### config.mk
export PLATFORM = sky130hd
export DESIGN_NAME = arb_weight_credit_tracker
export DESIGN_NICKNAME = d
export VERILOG_FILES = /design/src/rtl/arb_weight_credit_tracker_pkg.sv /design/src/rtl/arb_credit_counter.sv /design/src/rtl/arb_weight_credit_tracker.sv
export SDC_FILE = /design/constraint.sdc
export NUM_CORES = 1
export LEC_CHECK = 0
export ABC_AREA = 1
export ABC_CLOCK_PERIOD_IN_PS = 3900
export BUFFER_PORTS_ARGS = -buffer_cell sky130_fd_sc_hd__buf_4
export CORE_AREA = 2 2 39 41
export DETAILED_ROUTE_END_ITERATION = 7
export DIE_AREA = 0 0 41 43
export PLACE_DENSITY_LB_ADDON = 0.08
export SYNTH_ARGS = -nofsm -noshare
export SYNTH_HDL_FRONTEND = slang
export SYNTH_SLANG_ARGS = --single-unit
### constraint.sdc
create_clock -name ACLK_i -period 3.9 [get_ports ACLK_i]
set_input_delay 0.78 -clock ACLK_i [delete_from_list [all_inputs] [get_ports ACLK_i]]
set_output_delay 0.78 -clock ACLK_i [all_outputs]
set_load 0.01 [all_outputs]
### src/rtl/arb_weight_credit_tracker_pkg.sv
// arb_weight_credit_tracker_pkg: shared state encoding and packing helpers for the weighted arbiter.
// Contents: state_e (S_LOAD/S_ACTIVE), P_WEIGHT_W_DEF, slice_hi() giving the top index of
// requester n's field inside a [0:N*W-1] packed vector.
package arb_weight_credit_tracker_pkg;
  localparam int unsigned P_WEIGHT_W_DEF = 2;
  typedef enum logic {S_LOAD = 1'b0, S_ACTIVE = 1'b1} state_e;
  function automatic int unsigned slice_hi(input int unsigned n, input int unsigned w);
    return (n + 1) * w - 1;
  endfunction
endpackage

### src/rtl/arb_credit_counter.sv
// arb_credit_counter: W-bit saturating down-counter holding one requester's grant credit.
// Ports: clk_i/rst_i (async active-high), load_i + load_val_i reload the credit (load wins),
// dec_i consumes one credit unless already 0, credit_o current count, remain_o = credit != 0.
module arb_credit_counter #(
  parameter int unsigned W = 2
) (
  input  logic         clk_i,
  input  logic         rst_i,
  input  logic         load_i,
  input  logic [W-1:0] load_val_i,
  input  logic         dec_i,
  output logic [W-1:0] credit_o,
  output logic         remain_o
);
  logic [W-1:0] credit_q, credit_d;
  always_comb begin
    credit_d = load_i ? load_val_i : (dec_i && credit_q != '0) ? credit_q - W'(1) : credit_q;
  end
  always_ff @(posedge clk_i or posedge rst_i) begin
    if (rst_i) credit_q <= '0;
    else       credit_q <= credit_d;
  end
  assign credit_o = credit_q;
  assign remain_o = credit_q != '0;
endmodule

### src/rtl/arb_weight_credit_tracker.sv
// arb_weight_credit_tracker: per-requester grant credit bookkeeping for a weighted round-robin arbiter.
// Ports: ACLK_i/ARESET_i (async active-high); req_weight_i packed weights [0:N*W-1], requester n at
// bits ((n+1)*W-1)-:W; req_i requests; grant_i one-hot grant; grant_accept_i handshake done;
// round_comp_i round complete; req_weight_remain_o credit!=0 flags; eligible_o grantable requests;
// round_start_o pulse when fresh credits are active; credit_o packed credits (same layout as weights).
// Build option: define ARB_WORK_CONSERVING_EN to present all requests as eligible in the
// exhaustion cycle instead of inserting a one-cycle arbitration bubble.
module arb_weight_credit_tracker
  import arb_weight_credit_tracker_pkg::*;
#(
  parameter int unsigned P_REQUESTER_NUM = 3,
  parameter int unsigned P_WEIGHT_W      = P_WEIGHT_W_DEF
) (
  input  logic                                ACLK_i,
  input  logic                                ARESET_i,
  input  logic [0:P_REQUESTER_NUM*P_WEIGHT_W-1] req_weight_i,
  input  logic [P_REQUESTER_NUM-1:0]          req_i,
  input  logic [P_REQUESTER_NUM-1:0]          grant_i,
  input  logic                                grant_accept_i,
  input  logic                                round_comp_i,
  output logic [P_REQUESTER_NUM-1:0]          req_weight_remain_o,
  output logic [P_REQUESTER_NUM-1:0]          eligible_o,
  output logic                                round_start_o,
  output logic [0:P_REQUESTER_NUM*P_WEIGHT_W-1] credit_o
);
  state_e                       state_q, state_d;
  logic [P_REQUESTER_NUM-1:0]   remain, dec;
  logic                         exhaust, reload, load, round_start_q, round_start_d;
  always_comb begin
    exhaust       = (state_q == S_ACTIVE) && (|req_i) && !(|(req_i & remain));
    reload        = (state_q == S_ACTIVE) && (round_comp_i || exhaust);
    load          = (state_q == S_LOAD) || reload;
    state_d       = (state_q == S_LOAD) ? S_ACTIVE : state_q;
    round_start_d = load;
    // only the lowest set grant bit is charged; a reload overrides it inside the counter
    dec           = grant_accept_i ? (grant_i & (-grant_i)) : '0;
  end
  always_ff @(posedge ACLK_i or posedge ARESET_i) begin
    if (ARESET_i) begin
      state_q       <= S_LOAD;
      round_start_q <= 1'b0;
    end else begin
      state_q       <= state_d;
      round_start_q <= round_start_d;
    end
  end
  for (genvar i = 0; i < P_REQUESTER_NUM; i++) begin : g_cc
    arb_credit_counter #(.W(P_WEIGHT_W)) u_cc (
      .clk_i      (ACLK_i),
      .rst_i      (ARESET_i),
      .load_i     (load),
      .load_val_i (req_weight_i[slice_hi(i, P_WEIGHT_W) -: P_WEIGHT_W]),
      .dec_i      (dec[i]),
      .credit_o   (credit_o[slice_hi(i, P_WEIGHT_W) -: P_WEIGHT_W]),
      .remain_o   (remain[i])
    );
  end
  assign req_weight_remain_o = remain;
  assign round_start_o       = round_start_q;
`ifdef ARB_WORK_CONSERVING_EN
  assign eligible_o = exhaust ? req_i : (req_i & remain);
`else
  assign eligible_o = exhaust ? '0 : (req_i & remain);
`endif
endmodule
# After elaboration in Yosys (flattened, before gate mapping)
# Cells that the tools add are included.
# word_totals
reg_bits,8
input_bits,16
# op_classes
addsub,4
mux,8
bitwise,3
n_reduce_logical,17
# op_table
cell,n
2-to-1 mux 2 bit,6
nonzero test 2 bit,6
bitwise AND 3 bit,2
logical AND 1 bit,6
2-to-1 mux 3 bit,2
OR reduction 3 bit,2
"subtractor 2 x 1 -> 2 bit, second input constant",3
negator 3 bit,1
logical OR 1 bit,2
zero test 1 bit,1
inverter 1 bit,1

# Longest topological paths before layout
# depth
word_depth,9
mapped_depth,10
mapped_depth_nobuf,10

# Modules after synthesis
# From an unflattened synthesis, not the netlist that was laid out.
# unflattened
cells_unflattened,85
area_unflattened_um2,536.8
# by_module_without_submodules
module,instances,cells_each,area_each_um2,seq_area_each_um2
arb_credit_counter,3,20,131.4,50.0
arb_weight_credit_tracker,1,25,142.6,50.0

# Worst setup path after synthesis
# Ideal clock, no wire load.
# synth_path
kind,input to output
from,input port req_i[0]
to,output port eligible_o[0]
arrival_ns,0.946
required_time_ns,3.120
setup_slack_ns,2.174
stages,2
n_path_buf,0
cell_sequence,nand2_1 inv_1
# synth_between
elab_chain_cells,5
elab_cells_between_ends,7
cone_classes,1 x mux; 1 x bitwise; 5 x reduce/logical
# synth_lines
item,line,text
start: declaration,arb_weight_credit_tracker.sv:17,"input logic [P_REQUESTER_NUM-1:0] req_i,"
bitwise AND 3 bit,"arb_weight_credit_tracker.sv:30, arb_weight_credit_tracker.sv:63",
OR reduction 3 bit,arb_weight_credit_tracker.sv:30,exhaust = (state_q == S_ACTIVE) && (|req_i) && !(|(req_i & remain));
zero test 1 bit,arb_weight_credit_tracker.sv:30,
logical AND 1 bit,arb_weight_credit_tracker.sv:30,
2-to-1 mux 3 bit *,arb_weight_credit_tracker.sv:63,assign eligible_o = exhaust ? '0 : (req_i & remain);
end: declaration,arb_weight_credit_tracker.sv:22,"output logic [P_REQUESTER_NUM-1:0] eligible_o,"
# Every way passes the cells marked *; elsewhere a longest branch is shown, timed or not.

# Final worst setup path
# layout_path
from,register g_cc[0].u_cc.credit_q[0]
to,output port eligible_o[0]
# layout_between
elab_chain_cells,6
# layout_lines
item,line,text
start: declaration,arb_credit_counter.sv:15,"logic [W-1:0] credit_q, credit_d;"
start signal: assignment,arb_credit_counter.sv:21,else credit_q <= credit_d;
nonzero test 2 bit *,arb_credit_counter.sv:24,assign remain_o = credit_q != '0;
bitwise AND 3 bit *,"arb_weight_credit_tracker.sv:30, arb_weight_credit_tracker.sv:63",
OR reduction 3 bit,arb_weight_credit_tracker.sv:30,
zero test 1 bit,arb_weight_credit_tracker.sv:30,
logical AND 1 bit,arb_weight_credit_tracker.sv:30,
2-to-1 mux 3 bit *,arb_weight_credit_tracker.sv:63,
# Marks and branches as above.

==> impl_metrics.toml <==
[status]
outcome = "finished clean"

[global_routing]
grt.total_usage_pct = 15.9
grt_max_degree = 11
antenna_found_initial = 0
grt_overflow_total = 0
grt_pass1_wl_mm = 1.89
grt_pass1_vias = 518

[yosys]
synth_edf_count = 0
synth-seq-cells = 8
seq_area_frac_synth_pct = 33.4
netlist_instances = 92
synth_nets = 111
avgSynthCellArea_sq_um = 6.51
synth_area_sq_um = 599
synth_top_area_share_pct = 33.4
yosysTopAreaCell = "dfrtp_1"
synth.area.top_cells = "dfrtp_1, inv_1, nand2_1"
synth_most_common_cell = "inv_1"
ys.warnings.count = 0
async_reset_ff_share_pct = 100
synth_cell_types = 17
ys.flop_type = "dfrtp_1"
synthTopCellsByCount = "inv_1, nand2_1, nand3_1"

[power_and_ir_drop]
swShare_pct = 30.5
intPower_mw = 0.167
powerDensity_nw_per_um2 = 289
power_switching_mw = 0.0732
p_leak_nw = 0.530
pwr-share-clk_pct = 25.0
combPwrFrac_pct = 35.5
pwr-share-seq_pct = 39.5
ir_worst_vdd_mv = 0.176

[setup_path]
critPathKind = "register to output port"
critPathTopFamily = "flip-flops"
max_stage_delay_ns = 0.37
crit_chain = "inv_1 > ha_1 > inv_2 > nand2_1 > inv_1 > buf_4"
arrival_ns = 1.21
critPathSlowestCell = "dfrtp_1"
required_ns = 3.12
cp-start-kind = "register"
critPathMaxFanout = 4
crit_buf_inv = 4
cp-end-kind = "output port"
crit_top_cell = "inv_1"

[die]
initial_core_util_pct = 43.3
ios = 29
fp.dieArea_sq_um = 1760
die_h_microns = 43
core_sq_um = 1380
die_w_microns = 41
num_rows = 14

[cts]
post_cts_buffers = 0
cts_tree = "yes"
path_clk_slew_ns = 0.05
ctsHoldBuffers = 0
cts-root-buf = "clkbuf_4"
h-tree-depth = 1
cts_sinks = 8
clk_latency_ns = 0.24
clockBufferDepth = 2
numCtsBuffers = 3
ctsResizeCount = 0

[finish]
fill_cells = 143
seq_area_sq_um = 200
final_nets = 141
multi_input_comb_area_sq_um = 279
num_antenna_cells = 0
drive_above_1_share_pct = 30.8
syn_to_final_growth_pct = 38.4

[route]
first_pass_iters = 4
vias = 597
drtIter0Drc = 4
drt-total-wl_mm = 1.14
avgViaCountPerCell = 4.39
ant_nets = 0
drc = 0
wl_per_cell_microns = 8.40

[placement]
io_buffers = 28
routabilityCongestion = 0.692
hpwl_microns = 983

[sta]
finalCriticalPeriod_ns = 1.99
fin_crit_sh_pct = 51.0
finalSetupTns_ns = 0
hold-worst-slack_ns = 0.482
max_freq_mhz = 503
drv_slew = 0
finalSetupViolCount = 0
rsz0062_at_grt = "no"
skew_ns = 0.000728
hold_viol_final = 0

[job]
maxCapViolations = 0

[min_path]
worstHoldPathType = "primary input to async pin"
-- cell families after synthesis --
logic type                 Yosys count  synth area share [%]
adders and majority gates            3                  6.26
other                                1                 0.626
DFF                                  8                  33.4
AOI/OAI and AO/OA                    4                  3.34
and+or+nand+nor                     47                  36.3
buffers and inverters               29                  20.0
-- state kept, by name (all words and copies together) (netlist names) --
signal,flops
round_start_o,1
g_cc.u_cc.credit_o,6
state_q,1
-- power groups by stage --
stage                     combinational (mW)  clock (mW)  sequential (mW)
after CTS                             0.0866      0.0630           0.0947
after detailed placement              0.0863           0           0.0961
final                                 0.0851      0.0600           0.0946
after floorplan                       0.0476           0           0.0991
after global routing                  0.0974      0.0673           0.0954
after global placement                0.0845           0           0.0959
-- path summary, 6_finish.rpt --
path / cells after the start / slack [ns] / to / start
max: 6 / 1.91 / eligible_o[0] / g_cc[0].u_cc.credit_o[0]
max in group asynchronous: 2 / 3.18 / round_start_o / ARESET_i
min reg2reg: 3 / 0.64 / round_start_o / state_q
max reg2reg: 9 / 2.54 / g_cc[2].u_cc.credit_o[0] / g_cc[2].u_cc.credit_o[0]
min: 2 / 0.48 / state_q / ARESET_i
min in group ACLK_i: 3 / 0.64 / round_start_o / state_q
-- final cells by class --
| type | instances | share of cell area [%] |
|---|---|---|
| clock buffers | 3 | 2.71 |
| inverters | 26 | 11.8 |
| multi-input cells | 55 | 33.6 |
| flip-flops and latches | 8 | 24.1 |
| well taps | 16 | 2.41 |
| repair buffers | 28 | 25.3 |
-- through the flow --
stage               total power, mW  util (%)  std cells  worst slack (ns)  cell area [sq um]
floorplan                     0.147         -         92              2.17                599
global placement              0.180      58.3        133              1.96                807
detailed placement            0.182      58.3        133              1.94                807
CTS                           0.244      59.9        136              1.90                830
global route                  0.260      59.9        136              1.79                830
finish                        0.240      59.9        136              1.91                830
-- layer usage --
layer / vias up / routed length [microns] / track usage, %
met5: - / 0 / 0
met4: 0 / 17 / 12.0
met3: 2 / 115 / 1.57
met2: 22 / 532 / 24.4
met1: 247 / 476 / 19.1
li1: 326 / - / -
-- cell usage in the layout (no fill, tap or decap) --
cell / n
buf_4: 28
clkbuf_4: 3
conb_1: 1
dfrtp_1: 8
ha_1: 3
inv_1: 25
inv_2: 1
nand2_1: 24
nand2_2: 2
nand2_4: 1
nand3_1: 9
nand4_1: 1
nand4_2: 1
nor2_1: 7
nor2_2: 1
nor3b_1: 1
o21ai_0: 2
o21ai_1: 2
No activity file was read; power rests on OpenSTA's default activity.
